## src/rtl/hpd_pkg.sv

```systemverilog
// hpd_pkg: event codes and FIFO entry layout shared by hpd_event_ctrl and its FIFO.
// The entry carries a timestamp field only when HPD_EVT_TIMESTAMP_EN is defined.
package hpd_pkg;
    localparam int TS_W = 32;
    typedef enum logic [1:0] {EVT_NONE, EVT_PLUG, EVT_UNPLUG, EVT_IRQ} hpd_evt_e;
`ifdef HPD_EVT_TIMESTAMP_EN
    typedef struct packed {
        hpd_evt_e         code;
        logic [TS_W-1:0]  ts;
    } hpd_entry_t;
`else
    typedef struct packed {
        hpd_evt_e code;
    } hpd_entry_t;
`endif
endpackage

```

## src/rtl/hpd_evt_if.sv

```systemverilog
// hpd_evt_if: valid/ready event channel from hpd_event_ctrl to the link policy controller.
// Signals: evt_valid, evt_code, evt_timestamp (producer -> consumer), evt_ready (consumer -> producer).
interface hpd_evt_if #(parameter int TS_WIDTH = 32);
    import hpd_pkg::*;
    logic                evt_valid;
    logic                evt_ready;
    hpd_evt_e            evt_code;
    logic [TS_WIDTH-1:0] evt_timestamp;
    modport master (output evt_valid, evt_code, evt_timestamp, input evt_ready);
    modport slave  (input evt_valid, evt_code, evt_timestamp, output evt_ready);
endinterface

```

## src/rtl/hpd_evt_fifo.sv

```systemverilog
// hpd_evt_fifo: synchronous FIFO of hpd_entry_t with push/pop/full/empty.
// Ports: clk, rst (sync, active high), push_i/din_i, pop_i/dout_o (head), full_o, empty_o.
// A push while full is accepted only if a pop happens in the same cycle.
module hpd_evt_fifo
    import hpd_pkg::*;
#(
    parameter int DEPTH = 4
) (
    input  logic       clk,
    input  logic       rst,
    input  logic       push_i,
    input  hpd_entry_t din_i,
    input  logic       pop_i,
    output hpd_entry_t dout_o,
    output logic       full_o,
    output logic       empty_o
);
    localparam int AW = $clog2(DEPTH);
    hpd_entry_t  mem_q [DEPTH];
    logic [AW:0] wr_q, rd_q;
    logic        do_pop, do_push;
    // Extra pointer MSB distinguishes full from empty when the low bits match.
    assign full_o  = (wr_q[AW] != rd_q[AW]) && (wr_q[AW-1:0] == rd_q[AW-1:0]);
    assign empty_o = wr_q == rd_q;
    assign do_pop  = pop_i & ~empty_o;
    assign do_push = push_i & (~full_o | do_pop);
    assign dout_o  = mem_q[rd_q[AW-1:0]];
    always_ff @(posedge clk) begin
        if (rst) begin
            wr_q  <= '0;
            rd_q  <= '0;
            mem_q <= '{default: '0};
        end else begin
            if (do_push) mem_q[wr_q[AW-1:0]] <= din_i;
            if (do_push) wr_q <= wr_q + (AW+1)'(1);
            if (do_pop) rd_q <= rd_q + (AW+1)'(1);
        end
    end
endmodule

```

## src/rtl/hpd_event_ctrl.sv

```systemverilog
// hpd_event_ctrl: turns HPD detector levels into queued PLUG/UNPLUG/IRQ events.
// Ports: clk, rst (sync, active high), hpd_detect, hpd_irq, ovf_clr,
//        evt (hpd_evt_if.master: evt_valid/evt_code/evt_timestamp/evt_ready),
//        hpd_connected, evt_overflow (sticky), irq_count (saturating).
// Macro HPD_EVT_TIMESTAMP_EN: stamps each entry with a free-running cycle counter;
// without it evt_timestamp is tied to 0.
module hpd_event_ctrl
    import hpd_pkg::*;
#(
    parameter int FIFO_DEPTH = 4,
    parameter int CNT_WIDTH  = 8,
    parameter int TS_WIDTH   = 32
) (
    input  logic                 clk,
    input  logic                 rst,
    input  logic                 hpd_detect,
    input  logic                 hpd_irq,
    input  logic                 ovf_clr,
    hpd_evt_if.master            evt,
    output logic                 hpd_connected,
    output logic                 evt_overflow,
    output logic [CNT_WIDTH-1:0] irq_count
);
    logic                 det_q, irq_q, pend_q, ovf_q;
    logic                 pend_d, ovf_d;
    logic [CNT_WIDTH-1:0] cnt_q, cnt_d;
    logic                 plug, unplug, irq_edge, irq_ok, pend_ok;
    logic                 push, pop, full, empty, accept;
    hpd_evt_e             code;
    hpd_entry_t           din, head;
    assign plug     = hpd_detect & ~det_q;
    assign unplug   = ~hpd_detect & det_q;
    assign irq_edge = hpd_irq & ~irq_q;
    assign irq_ok   = irq_edge & det_q & hpd_detect;
    // A deferred IRQ only survives if the link is still connected.
    assign pend_ok  = pend_q & hpd_detect;
    // Detect events win; a pending IRQ and a fresh IRQ edge collapse into one push.
    assign code     = plug ? EVT_PLUG : unplug ? EVT_UNPLUG : (pend_ok | irq_ok) ? EVT_IRQ : EVT_NONE;
    assign push     = code != EVT_NONE;
    assign pop      = evt.evt_valid & evt.evt_ready;
    assign accept   = push & (~full | pop);
    always_comb begin
        pend_d = plug & irq_edge;
        ovf_d  = (push & full & ~pop) | (ovf_q & ~ovf_clr);
        cnt_d  = (accept && code == EVT_IRQ && !(&cnt_q)) ? cnt_q + CNT_WIDTH'(1) : cnt_q;
    end
    always_ff @(posedge clk) begin
        if (rst) begin
            det_q  <= 1'b0;
            irq_q  <= 1'b0;
            pend_q <= 1'b0;
            ovf_q  <= 1'b0;
            cnt_q  <= '0;
        end else begin
            det_q  <= hpd_detect;
            irq_q  <= hpd_irq;
            pend_q <= pend_d;
            ovf_q  <= ovf_d;
            cnt_q  <= cnt_d;
        end
    end
`ifdef HPD_EVT_TIMESTAMP_EN
    logic [TS_WIDTH-1:0] ts_q;
    always_ff @(posedge clk) begin
        if (rst) ts_q <= '0;
        else ts_q <= ts_q + TS_WIDTH'(1);
    end
    always_comb begin
        din      = '0;
        din.code = code;
        din.ts   = TS_W'(ts_q);
    end
    assign evt.evt_timestamp = evt.evt_valid ? TS_WIDTH'(head.ts) : {TS_WIDTH{1'b0}};
`else
    always_comb begin
        din      = '0;
        din.code = code;
    end
    assign evt.evt_timestamp = {TS_WIDTH{1'b0}};
`endif
    hpd_evt_fifo #(.DEPTH(FIFO_DEPTH)) u_fifo (
        .clk     (clk),
        .rst     (rst),
        .push_i  (push),
        .din_i   (din),
        .pop_i   (pop),
        .dout_o  (head),
        .full_o  (full),
        .empty_o (empty)
    );
    assign evt.evt_valid = ~empty;
    assign evt.evt_code  = evt.evt_valid ? head.code : EVT_NONE;
    assign hpd_connected = det_q;
    assign evt_overflow  = ovf_q;
    assign irq_count     = cnt_q;
endmodule
```

## src/flat_wrapper.sv

```systemverilog
// flat-port wrapper written by rule: the top's interface ports become plain ports
module hpd_event_ctrl_flat import hpd_pkg::*;
#(
    parameter int FIFO_DEPTH = 4,
    parameter int CNT_WIDTH  = 8,
    parameter int TS_WIDTH   = 32
)
  (clk, rst, hpd_detect, hpd_irq, ovf_clr, hpd_connected, evt_overflow, irq_count, evt_evt_valid, evt_evt_code, evt_evt_timestamp, evt_evt_ready);
  hpd_evt_if #(.TS_WIDTH(TS_WIDTH)) evt_i ();
  input  logic clk;
  input  logic rst;
  input  logic hpd_detect;
  input  logic hpd_irq;
  input  logic ovf_clr;
  output logic hpd_connected;
  output logic evt_overflow;
  output logic [CNT_WIDTH-1:0] irq_count;
  output wire logic [$bits(evt_i.evt_valid)-1:0] evt_evt_valid;
  output wire logic [$bits(evt_i.evt_code)-1:0] evt_evt_code;
  output wire logic [$bits(evt_i.evt_timestamp)-1:0] evt_evt_timestamp;
  input wire logic [$bits(evt_i.evt_ready)-1:0] evt_evt_ready;
  assign evt_evt_valid = evt_i.evt_valid;
  assign evt_evt_code = evt_i.evt_code;
  assign evt_evt_timestamp = evt_i.evt_timestamp;
  assign evt_i.evt_ready = evt_evt_ready;
  hpd_event_ctrl #(.FIFO_DEPTH(FIFO_DEPTH), .CNT_WIDTH(CNT_WIDTH), .TS_WIDTH(TS_WIDTH)) u_core (.clk(clk), .rst(rst), .hpd_detect(hpd_detect), .hpd_irq(hpd_irq), .ovf_clr(ovf_clr), .evt(evt_i), .hpd_connected(hpd_connected), .evt_overflow(evt_overflow), .irq_count(irq_count));
endmodule
```

## config.mk

```make
export PLATFORM = sky130hd
export DESIGN_NAME = hpd_event_ctrl_flat
export DESIGN_NICKNAME = d
export VERILOG_FILES = /design/src/rtl/hpd_pkg.sv /design/src/rtl/hpd_evt_if.sv /design/src/rtl/hpd_evt_fifo.sv /design/src/rtl/hpd_event_ctrl.sv /design/src/flat_wrapper.sv
export SDC_FILE = /design/constraint.sdc
export NUM_CORES = 1
export LEC_CHECK = 0
export CORE_MARGIN = 3
export CORE_UTILIZATION = 45
export DETAILED_ROUTE_END_ITERATION = 6
export PLACE_DENSITY = 0.76
export SYNTH_ARGS = -nofsm -noshare
export SYNTH_HDL_FRONTEND = slang
export SYNTH_SLANG_ARGS = --single-unit
export TNS_END_PERCENT = 50
```

## constraint.sdc

```tcl
create_clock -name clk -period 2.6 [get_ports clk]
set_clock_uncertainty 0.15 [all_clocks]
set_input_delay 0.52 -clock clk [delete_from_list [all_inputs] [get_ports clk]]
set_output_delay 0.52 -clock clk [all_outputs]
set_load 0.05 [all_outputs]
```

* Word level (Yosys, flattened, before mapping) *
Cells that the tools add are included.

word-level totals
  register bits = 26
  bits of input ports = 6
  output and inout bits = 45
  logic and storage cells = 65

cells by class
  add/sub/neg operators = 3
  magnitude comparators = 3
  equal/unequal tests = 4
  mux-type cells = 10
  bitwise gates (word level) = 27
  reductions and logical operators = 7

operators with widths
  cell                   count
  $and A1 B1 Y1          14
  $mux W2                7
  $add A8 B1 Y8 const B  1
  $bwmux W8              1
  $reduce_and A8 Y1      1
  $not A1 Y1             7
  $add A3 B1 Y3 const B  2
  $ge A3 B3 Y1 const B   2
  $not A2 Y3             2
  $bmux W2 S2            1
  $demux W2 S2           1
  $logic_and A1 B1 Y1    4
  $or A1 B1 Y1           4
  $eq A3 B3 Y1           1
  $lt A3 B1 Y1 const B   1
  $eq A2 B2 Y1           1
  $eq A2 B2 Y1 const B   1
  $reduce_bool A2 Y1     1
  $logic_not A1 Y1       1
  $ne A1 B1 Y1           1

* Depth between registers and ports, before layout *
Gate-level depths: netlist (run 1).

  depth in word-level cells = 12
  mapped depth = 6
  mapped depth without buffers = 5

* By module *
From an unflattened synthesis (run 1), not the netlist that was laid out.

second synthesis, totals
  cells, all modules = 175
  area, all modules = 1605.3 µm²

modules (own cells, without submodules)
  module          instances  cells an instance  area an instance (µm²)  seq. area each (µm²)
  hpd_event_ctrl  1          106                862.1                   240.2
  hpd_evt_fifo    1          69                 743.2                   280.3

* Worst setup path before layout (run 1) *
OpenSTA, ideal clock, no wires.

  kind = register to output
  start = register u_core.u_fifo.rd_q[1]
  end = output port evt_evt_code[0]
  arrival time = 1.513 ns
  data required time = 1.930 ns
  setup slack = 0.417 ns
  cell stages (with the launch flop) = 4
  buffers on the path = 0
  path through = dfxtp_1 xor2_1 nor3_1 nor2b_1

on the way
  cells in the longest elaborated chain, start to end = 5

ends and longest elaborated chain
  what                                        line                  RTL
  start: declaration                          hpd_evt_fifo.sv:20    logic [AW:0] wr_q, rd_q;
  start signal: assignment                    hpd_evt_fifo.sv:36    if (do_pop) rd_q <= rd_q + (AW+1)'(1);
  $not A2 Y3 (implied by the code)            hpd_evt_fifo.sv:27    assign dout_o = mem_q[rd_q[AW-1:0]];
  $bmux W2 S2                                 hpd_evt_fifo.sv:27
  $mux W2 (implied by the code) (2 in a row)  hpd_evt_fifo.sv:27
  $mux W2 *                                   hpd_event_ctrl.sv:92  assign evt.evt_code = evt.evt_valid ? head.code : EVT_NONE;
  end: declaration                            flat_wrapper.sv:19    output wire logic [$bits(evt_i.evt_code)-1:0] evt_evt_code;

Every way passes the cells marked *; elsewhere a longest branch is shown, timed or not. The select of a mux whose other input is x is not followed.

* Worst setup path in the final report (run 1) *
  start = register u_core.u_fifo.rd_q[0]
  end = output port evt_evt_code[0]

The elaborated chain is that of the path after synthesis.

==> flow_summary.ini, run 1 <==
[layout]
antenna_cells = 0
nNetsFinal = 209
final_area_um2 = 1830
syn2layout_area_growth_pct = 10.7
nFillCells = 330
drive_above_1_share = 0.143

[sta]
slew_headroom = 0.653
rsz0062_at_grt = no
period_minus_slack_ps = 2360
maxSlewViolCount = 0
fmax_ghz = 0.425
worstMarginPinSlew_ps = 515
fin_crit_sh = 0.906
final.setup.tns_ps = 0
finalHoldViolCount = 0
setup_viol = 0

[worst_setup_path]
crit_path_max_fanout = 5
r2r_slack_ps = 600
timing.rr.start = u_core.u_fifo.rd_q[0]
cpMaxStageDelayCell = mux4_1
r2r_end = u_core.u_fifo.wr_q[2]
cp_cell_sequence = mux4_1 -> nor2b_1 -> buf_4
crit_family = multiplexers
cp_num_buf_inv = 1
crit_required_ps = 1930
cp-start-kind = flop
end_kind = output pin
crit_type = reg -> out
cp.arrival_ps = 1690
max_stage_delay_ps = 580
ff2ff_path_depth = 4

[logic_synthesis]
seq_area_frac_synth = 0.314
synth_async_sr_flop_share = 0
synth-seq-cells = 26
synth_ff_type = dfxtp_1
synthCells = 176
syn-cell-area_um2 = 1660
ys_warn_count = 0
synth_edf_count = 0
synth_area_leaders = dfxtp_1 (31%), buf_4 (15%), ha_1 (4.5%), nor2b_1 (4.5%), mux2_2 (3.4%)
synthDistinctLibCells = 48
yosys.area.top_type_share = 0.314
synth_area_per_cell_um2 = 9.41
synth_top_area_cell = dfxtp_1

[power_and_ir_drop]
p_total_mw = 1.11
leakagePower_nw = 0.782
switching_share = 0.356
seq_power_share = 0.403
ir_drop_v = 0.000247
power.internal_uw = 715
power_frac_comb = 0.294
p_switching_uw = 395
powerDensity_nw_per_um2 = 605
clkPwrFrac = 0.303

[floorplanning]
die-area_um2 = 4450
die_h_um = 66.7
start_util = 0.481
row_count = 21
die_w_um = 66.7
core_um2 = 3440
io_pins = 51

[clocking]
clockBufferDepth = 2
cts_tree = yes
hold_buffers = 0
cts.clk_slew.worst_paths_ps = 100
clock_latency_ps = 270
cts_setup_buffers = 0
cts_resized = 0
ctsRootBufferMaster = clkbuf_8
htree_levels = 1
cts.sinks = 26
cts_inserted_buffers = 3

[hold_path]
hold-path-cell-count = 2
worst_hold_startpoint = u_core.u_fifo.mem_q[1]
hold_class = reg -> reg
min_to = u_core.u_fifo.mem_q[1]

[place]
io_buffers = 18
gp_congestion = 0.861
dp_hpwl_um = 2080
place_area_um2 = 1760

[drt]
vias_per_cell = 4.85
wire_per_inst_um = 11.4
remaining_drc_errors = 0
ant_nets = 0
wirelength_um = 2770
vias = 1173
drt_first_pass_iters = 4
first_iter_violations = 18

[global_routing]
grt_usage = 0.133
antenna_found_initial = 0
grt_remaining_overflow = 0
grt_pass1_vias = 1064
grt_pass1_wl_um = 4660
grt_max_degree = 16

[job]
maxCapViolCount = 0

[outcome]
outcome = completed
how the worst max path moves through the flow:
stage                                     start               endpoint  slack [ps]  depth (start not counted)
after detailed placement          evt_evt_ready  u_core.u_fifo.wr_q[2]         190                          4
after global placement            evt_evt_ready  u_core.u_fifo.wr_q[2]         200                          4
after CTS                 u_core.u_fifo.rd_q[0]        evt_evt_code[0]         230                          3
final                     u_core.u_fifo.rd_q[0]        evt_evt_code[0]         240                          3
after floorplan           u_core.u_fifo.rd_q[1]        evt_evt_code[0]         420                          3
after global routing      u_core.u_fifo.rd_q[0]        evt_evt_code[0]         170                          3
kinds of logic (layout without fill, tap and decap cells):
family | Yosys count | after routing | synth area share
simple gates | 60 | 60 | 0.227
buf+inv | 43 | 32 | 0.179
flops | 26 | 26 | 0.314
compound gates | 25 | 25 | 0.115
mux | 9 | 9 | 0.0808
fa+ha+maj | 6 | 6 | 0.0453
xor+xnor | 6 | 6 | 0.0363
other cells | 1 | 32 | 0.00226
power by group through the flow:
stage	combinational [mW]	sequential, mW	clock [mW]
CTS	0.328	0.448	0.337
finish	0.327	0.447	0.337
global placement	0.323	0.456	0
detailed placement	0.326	0.457	0
floorplan	0.301	0.455	0
global route	0.351	0.452	0.350
cell type report:
class / instances / area [µm²] / area share
clock buffers: 3 / 41.3 / 0.0225
clock inverters: 1 / 30.0 / 0.0164
inverters: 5 / 18.8 / 0.0102
multi-input cells: 138 / 956 / 0.521
flip-flops and latches: 26 / 520 / 0.284
well taps: 46 / 57.6 / 0.0314
repair buffers: 23 / 210 / 0.115
synth_stat cells, drive strengths merged, types with 2 or more instances:
| master | number |
|---|---|
| buf | 34 |
| dfxtp | 26 |
| nor2 | 12 |
| nor2b | 12 |
| and3 | 6 |
| ha | 6 |
| mux2 | 6 |
| a31oi | 5 |
| nand2 | 5 |
| nand3 | 5 |
| xor2 | 5 |
| clkbuf | 4 |
| inv | 4 |
| nor4 | 4 |
| o31ai | 4 |
| a211oi | 3 |
| a21oi | 3 |
| a32o | 3 |
| or4 | 3 |
| and4 | 2 |
| mux4 | 2 |
| nand2b | 2 |
| nand4 | 2 |
| nor3 | 2 |
| nor4b | 2 |
registers in the layout, indices dropped and copies added, names as in the netlist:
signal                flops
u_core.irq_count          8
u_core.u_fifo.mem_q       8
u_core.u_fifo.rd_q        3
u_core.u_fifo.wr_q        3
u_core.evt_overflow       1
u_core.hpd_connected      1
u_core.irq_q              1
u_core.pend_q             1
layer usage:
| metal | global-route usage | part of all wire | vias up |
|---|---|---|---|
| li1 | - | - | 606 |
| met1 | 0.177 | 0.49 | 526 |
| met2 | 0.217 | 0.44 | 36 |
| met3 | 0.0236 | 0.055 | 5 |
| met4 | 0.0457 | 0.014 | 0 |
| met5 | 0 | 0 | - |
metrics by stage:
step           setup slack, ps  cells   util  hold WS, ps
2_1_floorplan              417    207      -          275
5_1_grt                    174    242  0.533          337
3_5_place_dp               185    238  0.512          306
6_report                   244    242  0.533          315
4_1_cts                    231    242  0.533          319
3_3_place_gp               204    238  0.512          315
cells in the final DEF (no fill, tap or decap), drive strengths merged, types with 5 or more instances in the layout:
cell	count
a31oi	5
and3	6
nor2b	12
clkdlybuf4s50	15
xor2	5
mux2	6
nand2	5
ha	6
buf	8
dfxtp	26
nor2	12
nand3	5
conb	32
worst reg2reg max path: stages (launching register included):
cell and delay, ps:
dfxtp_1 490, xor2_2 160, or4_4 590, and3_4 230
mux2_4 280
Note: power is estimated with default switching activity, not from simulation.
==> run 2, diff against run 1 <==
Settings changed: MAX_ROUTING_LAYER set to met4.
==> run 2 against run 1 <==
Against the previous run: sequential cell count is the same; largest power group unchanged; via count shrank 0.17%; critical endpoint unchanged; total power is essentially flat; wire length shrank 0.29%.
==> flow_summary.ini, run 2 (synthesized netlist as in run 1, its figures left out) <==
[sta]
hold_ws_ps = 315
period_minus_slack_ps = 2360
worstMarginPinSlew_ps = 515
finalHoldViolCount = 0
slew_headroom = 0.653
setup_viol = 0
maxSlewViolCount = 0
fin_crit_sh = 0.906
rsz0062_at_grt = no
final.setup.tns_ps = 0
worst_slack_ps = 245
fmax_ghz = 0.425

[drt]
wirelength_um = 2760
wire_per_inst_um = 11.4
first_iter_violations = 16
vias = 1171
vias_per_cell = 4.84
ant_nets = 0
remaining_drc_errors = 0
drt_first_pass_iters = 4

[clocking]
ctsRootBufferMaster = clkbuf_8
cts_setup_buffers = 0
clockBufferDepth = 2
cts_tree = yes
hold_buffers = 0
cts.sinks = 26
cts.clk_slew.worst_paths_ps = 100
clock_latency_ps = 270
htree_levels = 1
cts_inserted_buffers = 3
cts_resized = 0

[global_routing]
grt_usage = 0.137
antenna_found_initial = 0
grt_pass1_vias = 1063
grt_max_degree = 16
grt_remaining_overflow = 0
grt_pass1_wl_um = 4660

[worst_setup_path]
cp_cell_sequence = mux4_1 -> nor2b_1 -> buf_4
cp-start-kind = flop
crit_type = reg -> out
cp.arrival_ps = 1690
end_kind = output pin
r2r_end = u_core.u_fifo.wr_q[2]
crit_path_max_fanout = 5
r2r_slack_ps = 600
cpMaxStageDelayCell = mux4_1
crit_required_ps = 1930
timing.rr.start = u_core.u_fifo.rd_q[0]
max_stage_delay_ps = 580
ff2ff_path_depth = 4

[layout]
seq_area_um2 = 520
nNetsFinal = 209
antenna_cells = 0
final_util = 0.533
drive_above_1_share = 0.143
layout.cells.most_common = conb_1
stdcell_count = 242
final_cell_mix = conb_1 (32), dfxtp_1 (26), clkdlybuf4s50_1 (15), nor2b_1 (12), nor2_1 (12)
multi_input_area_um2 = 956
final_area_um2 = 1830
nFillCells = 330
syn2layout_area_growth_pct = 10.7

[floorplanning]
core_um2 = 3440
io_pins = 51
die_h_um = 66.7
row_count = 21
die_w_um = 66.7
start_util = 0.481
die-area_um2 = 4450

[hold_path]
worst_hold_startpoint = u_core.u_fifo.mem_q[1]
hold-path-cell-count = 2
min_to = u_core.u_fifo.mem_q[1]
hold_class = reg -> reg

[place]
pre_cts_slack_ps = 185
gp_congestion = 0.874
dp_hpwl_um = 2080
dp_cells = 238
place_area_um2 = 1760
io_buffers = 18

[job]
maxCapViolCount = 0

[outcome]
outcome = completed

[power_and_ir_drop]
ir_drop_v = 0.000247
p_total_mw = 1.11
powerDensity_nw_per_um2 = 605
leakagePower_nw = 0.782
[run 2: layer usage]
metal	track usage	share of wire	vias to the layer above
met3	0.0202	0.047	5
met2	0.217	0.44	36
met4	0.0457	0.017	0
met1	0.179	0.50	524
met5	-	0	-
li1	-	-	606
[run 2: worst max-delay path, delay by kind of cell (launching register included)]
family	cells	cell delay, ps
DFF	1	490
and+or+nand+nor	1	140
buffers and inverters	1	200
muxes	1	580
[run 2: worst max-delay path by stage]
stage / from / to / slack, ps / cells past startpoint
2_1_floorplan: u_core.u_fifo.rd_q[1] / evt_evt_code[0] / 420 / 3
4_1_cts: u_core.u_fifo.rd_q[0] / evt_evt_code[0] / 230 / 3
5_1_grt: u_core.u_fifo.rd_q[0] / evt_evt_code[0] / 170 / 3
3_3_place_gp: evt_evt_ready / u_core.u_fifo.wr_q[2] / 200 / 4
3_5_place_dp: evt_evt_ready / u_core.u_fifo.wr_q[2] / 190 / 4
6_report: u_core.u_fifo.rd_q[0] / evt_evt_code[0] / 240 / 3
[run 2: cell type report]
| type | instances | area share |
|---|---|---|
| Multi-Input combinational cell | 138 | 0.521 |
| Sequential cell | 26 | 0.284 |
| Timing Repair Buffer | 23 | 0.115 |
| Tap cell | 46 | 0.0314 |
| Clock buffer | 3 | 0.0225 |
| Clock inverter | 1 | 0.0164 |
| Inverter | 5 | 0.0102 |
[run 2: power breakdown]
group / internal [mW] / switching [mW]
combinational: 0.0899 / 0.237
sequential: 0.419 / 0.0280
clock: 0.206 / 0.131
total: 0.715 / 0.395
==> run 3, diff against run 2 <==
Clock period 2.6 ns to 2.5 ns, I/O delays scaled along.
==> run 3 against run 2 <==
Against the previous run: sequential share of layout area down 0.12 points; sequential power up 4%; hold slack better by 20 ps; global-route usage down 0.11 points; final cell count up 0.41%; worst setup slack worse by 81 ps; non-clock buffer count up 1; core utilization up 0.22 points; total power up 3.4%; largest cell class unchanged; wire length up 0.58%; final area up 0.41%; via count up 2.4%.
==> flow_summary.ini, run 3 (synthesized netlist as in run 1, its figures left out) <==
[floorplanning]
io_pins = 51
core_um2 = 3440
start_util = 0.481
die_w_um = 66.7
die-area_um2 = 4450
die_h_um = 66.7
row_count = 21

[power_and_ir_drop]
leakagePower_nw = 0.787
power_frac_comb = 0.296
power.internal_uw = 744
p_switching_uw = 403
p_total_mw = 1.15
ir_drop_v = 0.000223
clkPwrFrac = 0.299
powerDensity_nw_per_um2 = 623
switching_share = 0.351
seq_power_share = 0.405

[drt]
vias_per_cell = 4.93
drt_first_pass_iters = 4
wire_per_inst_um = 11.4
ant_nets = 0
wirelength_um = 2780
remaining_drc_errors = 0
first_iter_violations = 29
vias = 1199

[outcome]
outcome = completed

[sta]
fin_crit_sh = 0.935
period_minus_slack_ps = 2340
setup_viol = 0
worstMarginPinSlew_ps = 500
maxSlewViolCount = 0
rsz0062_at_grt = no
finalHoldViolCount = 0
fmax_ghz = 0.428
slew_headroom = 0.666
final.setup.tns_ps = 0

[hold_path]
hold_class = reg -> reg
hold-path-cell-count = 1
worst_hold_startpoint = u_core.u_fifo.mem_q[4]
min_to = u_core.u_fifo.mem_q[4]

[layout]
nNetsFinal = 210
syn2layout_area_growth_pct = 11.2
nFillCells = 335
layout.cells.most_common = conb_1
drive_above_1_share = 0.147
final_cell_mix = conb_1 (32), dfxtp_1 (26), clkdlybuf4s50_1 (15), nor2b_1 (12), nor2_1 (12)
antenna_cells = 0

[worst_setup_path]
cp.arrival_ps = 1690
end_kind = output pin
crit_required_ps = 1850
crit_type = reg -> out
r2r_slack_ps = 480
cp-start-kind = flop
ff2ff_path_depth = 5
crit_path_max_fanout = 5
timing.rr.start = u_core.u_fifo.rd_q[1]
r2r_end = u_core.irq_count[7]

[clocking]
cts_resized = 0
cts.sinks = 26
clock_latency_ps = 270
cts_inserted_buffers = 3
cts_setup_buffers = 0
hold_buffers = 0
cts_tree = yes
ctsRootBufferMaster = clkbuf_8
htree_levels = 1
cts.clk_slew.worst_paths_ps = 80
clockBufferDepth = 2

[place]
io_buffers = 18
dp_hpwl_um = 2090
gp_congestion = 0.871

[global_routing]
grt_usage = 0.136
grt_pass1_wl_um = 4600
grt_pass1_vias = 1052
grt_remaining_overflow = 0
antenna_found_initial = 0
grt_max_degree = 16

[job]
maxCapViolCount = 0
==> run 3: changes by cell type in the layout (fill, tap and decap cells not counted) <==
| cell | before | now |
|---|---|---|
| buf_4 | 8 | 9 |
==> run 3: metal layers <==
metal	vias to the layer above	routed length (µm)	global-route usage
met3	5	134	0.0202
met1	547	1370	0.178
met4	0	47	0.0533
met5	-	0	-
li1	611	-	-
met2	36	1230	0.210
==> run 3: cell type report <==
type / count / area, µm² / share of cell area
clock buffers: 3 / 41.3 / 0.0224
clock inverters: 1 / 30.0 / 0.0163
inverters: 5 / 18.8 / 0.0102
multi-input cells: 138 / 956 / 0.519
flip-flops and latches: 26 / 520 / 0.283
well taps: 46 / 57.6 / 0.0312
repair buffers: 24 / 218 / 0.118
==> run 3: power groups by stage <==
stage	Combinational, mW	Clock [mW]	Sequential [mW]
3_5_place_dp	0.340	0	0.475
6_report	0.340	0.343	0.465
4_1_cts	0.341	0.354	0.466
3_3_place_gp	0.337	0	0.474
2_1_floorplan	0.313	0	0.473
5_1_grt	0.366	0.369	0.470
==> run 3: per-stage QoR <==
stage	worst slack (ps)	std cells	util	cell area, µm²	hold slack [ps]
floorplan	337	207	-	1770	275
detailed placement	106	239	0.514	1770	317
CTS	136	243	0.535	1840	330
finish	163	243	0.535	1840	334
global route	88.7	243	0.535	1840	343
global placement	124	239	0.514	1770	315
==> run 3: how the worst max path moves through the flow <==
stage                     startpoint                     to  slack, ps  cells after the start
6_report       u_core.u_fifo.rd_q[0]        evt_evt_code[0]        160                      3
5_1_grt        u_core.u_fifo.rd_q[0]        evt_evt_code[0]         90                      3
4_1_cts        u_core.u_fifo.rd_q[0]        evt_evt_code[0]        140                      3
3_5_place_dp           evt_evt_ready  u_core.u_fifo.wr_q[2]        110                      4
3_3_place_gp           evt_evt_ready  u_core.u_fifo.wr_q[2]        120                      4
2_1_floorplan  u_core.u_fifo.rd_q[1]        evt_evt_code[0]        340                      3
==> run 3: critical path: stages (launching register included) <==
cell	delay [ps]
dfxtp_1	500
mux4_1	580
nor2b_1	140
buf_4	200
